## config.mk

```make
export PLATFORM = sky130hd
export DESIGN_NAME = fifo_serializer_flat
export DESIGN_NICKNAME = d
export VERILOG_FILES = /design/src/rtl/fifo_serializer_pkg.sv /design/src/rtl/fifo_serializer_if.sv /design/src/rtl/fifo_serializer_piso_shreg.sv /design/src/rtl/fifo_serializer.sv /design/src/flat_wrapper.sv
export SDC_FILE = /design/constraint.sdc
export NUM_CORES = 1
export LEC_CHECK = 0
export CAP_MARGIN = 20
export CORE_UTILIZATION = 25
export CTS_BUF_LIST = sky130_fd_sc_hd__clkbuf_16
export DETAILED_ROUTE_END_ITERATION = 10
export SLEW_MARGIN = 15
export SYNTH_ARGS = -nofsm -noshare
export SYNTH_HDL_FRONTEND = slang
export SYNTH_SLANG_ARGS = --single-unit
```

## constraint.sdc

```tcl
create_clock -name clk -period 1.6 [get_ports clk]
set_clock_uncertainty 0.1 [all_clocks]
set_input_delay 0.16 -clock clk [delete_from_list [all_inputs] [get_ports clk]]
set_output_delay 0.16 -clock clk [all_outputs]
set_load 0.005 [all_outputs]
```

## src/rtl/fifo_serializer_pkg.sv

```systemverilog
// Shared types and defaults for the FIFO-to-serial path.
package p_s_pkg;

    localparam int DEFAULT_DATA_WIDTH = 8;

    typedef enum logic [1:0] {
        IDLE  = 2'd0,
        FETCH = 2'd1,
        SHIFT = 2'd2
    } ser_state_t;

endpackage

```

## src/rtl/fifo_serializer_if.sv

```systemverilog
// FIFO read port plus serial valid/ready port of the serializer.
interface fifo_serializer_if
    import p_s_pkg::*;
#(
    parameter int DATA_WIDTH = DEFAULT_DATA_WIDTH
);
    logic [DATA_WIDTH-1:0] fifo_dout;
    logic                  fifo_empty;
    logic                  fifo_rd_en;
    logic                  ser_data;
    logic                  ser_valid;
    logic                  ser_ready;
    logic                  ser_last;
    logic                  busy;

    modport master (
        input  fifo_dout, fifo_empty, ser_ready,
        output fifo_rd_en, ser_data, ser_valid, ser_last, busy
    );

    modport slave (
        output fifo_dout, fifo_empty, ser_ready,
        input  fifo_rd_en, ser_data, ser_valid, ser_last, busy
    );
endinterface

```

## src/rtl/fifo_serializer_piso_shreg.sv

```systemverilog
// Parallel-in serial-out register: load wins over shift, vacated bits fill with zero.
module piso_shreg #(
    parameter int DATA_WIDTH = 8,
    parameter bit MSB_FIRST  = 1'b1
) (
    input  logic                  clk,
    input  logic                  rst,
    input  logic                  load,
    input  logic                  shift,
    input  logic [DATA_WIDTH-1:0] din,
    output logic                  dout
);
    logic [DATA_WIDTH-1:0] shreg_q;
    logic [DATA_WIDTH-1:0] shreg_d;

    always_comb begin
        shreg_d = shreg_q;
        if (load) begin
            shreg_d = din;
        end else if (shift) begin
            if (MSB_FIRST) begin
                shreg_d = {shreg_q[DATA_WIDTH-2:0], 1'b0};
            end else begin
                shreg_d = {1'b0, shreg_q[DATA_WIDTH-1:1]};
            end
        end
    end

    always_ff @(posedge clk) begin
        if (rst) begin
            shreg_q <= '0;
        end else begin
            shreg_q <= shreg_d;
        end
    end

    assign dout = MSB_FIRST ? shreg_q[DATA_WIDTH-1] : shreg_q[0];
endmodule

```

## src/rtl/fifo_serializer.sv

```systemverilog
// Pops words from a registered-output FIFO and streams them bit by bit,
// prefetching the next word near the end of the current one for gapless output.
module fifo_serializer
    import p_s_pkg::*;
#(
    parameter int DATA_WIDTH = DEFAULT_DATA_WIDTH,
    parameter bit MSB_FIRST  = 1'b1
) (
    input logic               clk,
    input logic               rst,
    fifo_serializer_if.master bus
);
    localparam int CNT_W = $clog2(DATA_WIDTH);
    localparam logic [CNT_W-1:0] LAST_IDX = CNT_W'(DATA_WIDTH - 1);
    localparam logic [CNT_W-1:0] PF_IDX   = CNT_W'(DATA_WIDTH - 2);

    localparam logic [1:0] ST_IDLE  = 2'(IDLE);
    localparam logic [1:0] ST_FETCH = 2'(FETCH);
    localparam logic [1:0] ST_SHIFT = 2'(SHIFT);

    logic [1:0]       state_q,   state_d;
    logic [CNT_W-1:0] bit_cnt_q, bit_cnt_d;
    logic             pf_pend_q, pf_pend_d;

    logic accept;
    logic last_bit;
    logic idle_rd;
    logic pf_issue;
    logic sh_load;
    logic sh_shift;
    logic sh_dout;

    assign bus.ser_valid = (state_q == ST_SHIFT);
    assign accept        = bus.ser_valid && bus.ser_ready;
    assign last_bit      = (bit_cnt_q == LAST_IDX);
    assign idle_rd       = (state_q == ST_IDLE) && !bus.fifo_empty;
    // Only one read may be in flight; the FIFO holds its dout until the next pop.
    assign pf_issue      = (state_q == ST_SHIFT) && !pf_pend_q && !bus.fifo_empty
                           && (bit_cnt_q >= PF_IDX);

    assign bus.fifo_rd_en = !rst && (idle_rd || pf_issue);
    assign bus.ser_last   = bus.ser_valid && last_bit;
    assign bus.ser_data   = sh_dout;
    assign bus.busy       = (state_q != ST_IDLE) || pf_pend_q;

    always_comb begin
        state_d   = state_q;
        bit_cnt_d = bit_cnt_q;
        pf_pend_d = pf_pend_q;
        sh_load   = 1'b0;
        sh_shift  = 1'b0;
        case (state_q)
            ST_IDLE: begin
                if (idle_rd) begin
                    state_d = ST_FETCH;
                end
            end
            ST_FETCH: begin
                sh_load   = 1'b1;
                bit_cnt_d = '0;
                state_d   = ST_SHIFT;
            end
            ST_SHIFT: begin
                if (pf_issue) begin
                    pf_pend_d = 1'b1;
                end
                if (accept) begin
                    if (last_bit) begin
                        bit_cnt_d = '0;
                        if (pf_pend_q) begin
                            // Earlier read has already landed in fifo_dout.
                            sh_load   = 1'b1;
                            pf_pend_d = 1'b0;
                        end else if (pf_issue) begin
                            sh_shift  = 1'b1;
                            pf_pend_d = 1'b0;
                            state_d   = ST_FETCH;
                        end else begin
                            sh_shift = 1'b1;
                            state_d  = ST_IDLE;
                        end
                    end else begin
                        sh_shift  = 1'b1;
                        bit_cnt_d = bit_cnt_q + 1'b1;
                    end
                end
            end
            default: begin
                state_d = ST_IDLE;
            end
        endcase
    end

    always_ff @(posedge clk) begin
        if (rst) begin
            state_q   <= ST_IDLE;
            bit_cnt_q <= '0;
            pf_pend_q <= 1'b0;
        end else begin
            state_q   <= state_d;
            bit_cnt_q <= bit_cnt_d;
            pf_pend_q <= pf_pend_d;
        end
    end

    piso_shreg #(
        .DATA_WIDTH (DATA_WIDTH),
        .MSB_FIRST  (MSB_FIRST)
    ) u_shreg (
        .clk   (clk),
        .rst   (rst),
        .load  (sh_load),
        .shift (sh_shift),
        .din   (bus.fifo_dout),
        .dout  (sh_dout)
    );
endmodule

```

## src/flat_wrapper.sv

```systemverilog
// flat-port wrapper written by rule: the top's interface ports become plain ports
module fifo_serializer_flat import p_s_pkg::*;
#(
    parameter int DATA_WIDTH = DEFAULT_DATA_WIDTH,
    parameter bit MSB_FIRST  = 1'b1
)
  (clk, rst, bus_fifo_dout, bus_fifo_empty, bus_ser_ready, bus_fifo_rd_en, bus_ser_data, bus_ser_valid, bus_ser_last, bus_busy);
  fifo_serializer_if #(.DATA_WIDTH(DATA_WIDTH)) bus_i ();
  input logic clk;
  input logic rst;
  input wire logic [$bits(bus_i.fifo_dout)-1:0] bus_fifo_dout;
  input wire logic [$bits(bus_i.fifo_empty)-1:0] bus_fifo_empty;
  input wire logic [$bits(bus_i.ser_ready)-1:0] bus_ser_ready;
  output wire logic [$bits(bus_i.fifo_rd_en)-1:0] bus_fifo_rd_en;
  output wire logic [$bits(bus_i.ser_data)-1:0] bus_ser_data;
  output wire logic [$bits(bus_i.ser_valid)-1:0] bus_ser_valid;
  output wire logic [$bits(bus_i.ser_last)-1:0] bus_ser_last;
  output wire logic [$bits(bus_i.busy)-1:0] bus_busy;
  assign bus_i.fifo_dout = bus_fifo_dout;
  assign bus_i.fifo_empty = bus_fifo_empty;
  assign bus_i.ser_ready = bus_ser_ready;
  assign bus_fifo_rd_en = bus_i.fifo_rd_en;
  assign bus_ser_data = bus_i.ser_data;
  assign bus_ser_valid = bus_i.ser_valid;
  assign bus_ser_last = bus_i.ser_last;
  assign bus_busy = bus_i.busy;
  fifo_serializer #(.DATA_WIDTH(DATA_WIDTH), .MSB_FIRST(MSB_FIRST)) u_core (.clk(clk), .rst(rst), .bus(bus_i));
endmodule
```

==> impl_metrics.tcl <==
set metrics [dict create \
    ir_drop_uv 485 \
    drive_above_1_share_pct 55.1 \
    dieWidth_um 58.6 \
    final.setup.tns_ns -0.797 \
    cts_made_buffers 3 \
    via_count 888 \
    routed_wirelength_um 2790 \
    violations "setup timing" \
    grt_max_degree 10 \
    ios 17 \
    htree_num_levels 1 \
    yosys_warnings 0 \
    timing.hold.ws_ns 0.396 \
    antenna_found_initial 0 \
    criticalPathCategory "flop to flop" \
    clkTransAtPathRegs_ns 0.05 \
    num_antenna_cells 0 \
    relSlewSlack_pct 76.7 \
    portBuffers 16 \
    postCtsHoldBufs 0 \
    start_util_pct 26.3 \
    layout.nets 157 \
    ff_latch_area_um2 290 \
    place_congestion 0.707 \
    crit_path_start_kind "flop" \
    maxSlewViolCount 0 \
    max_cap_viol_count 0 \
    p_switching_uw 793 \
    dieArea_mm2 0.00344 \
    setup_violations 10 \
    yosys.area.top_type "dfxtp_1" \
    cp_common_cell "buf_6" \
    wl_per_cell_um 15.5 \
    synth_seq_cells 14 \
    netlist_instances 90 \
    multiInputGateArea_um2 676 \
    grt_setup_unrepaired "yes" \
    areaGrowthSynthToFinish_pct 91.1 \
    powerDensity_mw_per_mm2 1500 \
    pre_cts_ws_ns -0.322 \
    power_frac_comb_pct 57.9 \
    cp_cell_sequence "inv_2, ha_4, buf_6, buf_6, a21boi_4, or4_4, o32ai_4" \
    rows 20 \
    tightest_slew_ns 0.340 \
    clkPwrFrac_pct 20.9 \
    swShare_pct 34.6 \
    yosys-top-cells-area "dfxtp_1 (35%), ha_1 (11%), a311oi_1 (7.6%)" \
    power_mw 2.29 \
    synth_nets 109 \
    status "finished with violations" \
    seq_area_frac_synth_pct 34.9 \
    core_area_mm2 0.00305 \
    grt_pass1_wl_um 4340 \
    drt_iter0_drc 22 \
    slowest_stage "or4_4" \
    grt_overflow 0 \
    hold_viol 0 \
    grt_usage_pct 17.1 \
    crit_path_end_kind "flop" \
    viasPerCell 4.93 \
    final_antenna_net_count 0 \
    die_y_um 58.6 \
    root_buffer "clkbuf_16" \
    drt-pass1-iter-count 4 \
    arrival_ns 1.79 \
    drc 0 \
    insertion_delay_ns 0.24 \
    synth_area_um2 802 \
    seq_power_share_pct 21.2 \
    crit_fanout 5 \
    grt_pass1_vias 939 \
    cellLeakagePower_nw 0.566 \
    cts_tree "done" \
    synth.distinct_cells 30 \
    finalCriticalPeriod_ns 1.75 \
    cpPeakStageDelay_ns 0.50 \
    max_clock_freq_mhz 572 \
    synth_area_per_cell_um2 8.91 \
    synth_top_area_share_pct 34.9 \
    clockBufferDepth 2 \
    p_int_mw 1.50 \
    cts_sinks 14 \
    setup_ws_ns -0.147 \
    timing.final.crit_share_pct 109 \
    required_ns 1.65 \
    hpwlAfterDp_um 1580 \
    fill_cells 281 \
    hold_class "flop to flop" \
]
## worst max-delay path: cells and delay by family, from the launching register on
kind                     cells  cell delay (ns)
AO/OA/AOI/OAI                2             0.27
adder cells (fa/ha/maj)      1             0.16
buffers and inverters        3             0.29
flip-flops                   1             0.33
AND/OR/NAND/NOR              1             0.50
## Yosys cell counts
library cell	n
and4bb_1	1
inv_1	4
a211oi_1	1
a2bb2oi_1	1
a22oi_1	2
a311oi_1	7
nand2_1	2
o32ai_1	1
nor3_1	8
dfxtp_1	14
nand3_1	7
a41oi_2	1
and2_1	3
o221ai_1	1
clkbuf_1	2
nand2b_1	1
mux2i_1	1
nand2b_4	1
buf_2	1
a21boi_1	1
or2_2	1
or3b_1	1
buf_6	1
nand3b_1	1
ha_1	7
a21oi_1	4
o21ai_0	8
or4_1	1
a22o_1	1
nor2_1	5
## power by group through the flow
stage                     Sequential (mW)  Combinational, mW  Clock (mW)
after floorplan                     0.479              0.417           0
after global placement              0.477              0.786           0
after detailed placement            0.483              0.796           0
after CTS                           0.485               1.16       0.483
after global routing                0.496               1.41       0.505
final                               0.486               1.33       0.480
## per-stage QoR
| step | instance area [µm²] | utilization [%] | instances |
|---|---|---|---|
| after floorplan | 806 | - | 90 |
| after global placement | 1120 | 36.8 | 163 |
| after detailed placement | 1120 | 36.8 | 163 |
| after CTS | 1460 | 47.7 | 180 |
| after global routing | 1530 | 50.2 | 180 |
| final | 1530 | 50.2 | 180 |
## sequential cells by signal (all words and copies together) (netlist names)
register,flops
u_core.pf_pend_q,1
u_core.u_shreg.shreg_q,8
u_core.state_q,2
u_core.bit_cnt_q,3
## metal layers
metal	track usage, %	part of all wire [%]	up-vias	wire [µm]
li1	-	-	436	-
met1	20.1	40	427	1110
met2	29.9	56	20	1560
met3	3.30	2.7	5	76
met4	7.82	1.7	0	48
met5	0	0	-	0
## kinds of logic (layout without fill, tap and decap cells)
family / Yosys count / after routing / share of synthesized area [%]
AND/OR/NAND/NOR: 32 / 32 / 22.8
adder cells (fa/ha/maj): 7 / 7 / 10.9
buffers and inverters: 8 / 54 / 4.84
multiplexers: 1 / 1 / 1.25
flip-flops: 14 / 14 / 34.9
AO/OA/AOI/OAI: 28 / 28 / 25.3
## area by class of cell
| type | count | share of cell area, % |
|---|---|---|
| Clock buffer | 3 | 4.90 |
| Inverter | 4 | 1.39 |
| Multi-Input combinational cell | 68 | 44.1 |
| Sequential cell | 14 | 18.9 |
| Tap cell | 44 | 3.59 |
| Timing Repair Buffer | 47 | 27.1 |
## path summary, 6_finish.rpt
path | startpoint | end | slack [ns] | depth (start not counted)
min | u_core.u_shreg.shreg_q[0] | u_core.u_shreg.shreg_q[0] | 0.40 | 2
max | u_core.state_q[0] | u_core.state_q[0] | -0.15 | 7
max reg2reg | u_core.state_q[0] | u_core.state_q[0] | -0.15 | 7
min reg2reg | u_core.u_shreg.shreg_q[0] | u_core.u_shreg.shreg_q[0] | 0.40 | 2
## what timing repair did
action,in CTS,in global routing
endpoints found under the setup margin,14,15
buffers inserted,14,2
gates resized for setup,43,15
hold endpoints to repair,0,0
cloned,0,0
pin swaps,12,13
## layout by cell type, fill, tap and decap left out, types with 2 or more instances in the layout
cell,synthesis,final
ha_4,0,4
inv_2,0,2
clkdlybuf4s50_1,0,12
nand3_1,7,7
a311oi_2,0,5
nor3_2,0,4
nor3_1,8,4
nor2_1,5,5
buf_4,0,25
buf_6,1,5
o21ai_0,8,8
dfxtp_1,14,10
a21oi_2,0,3
dfxtp_2,0,2
dfxtp_4,0,2
a311oi_1,7,2
dlygate4sd2_1,0,3
and2_2,0,2
clkbuf_16,0,3
ha_1,7,2
No activity file was read; power rests on OpenSTA's default activity.
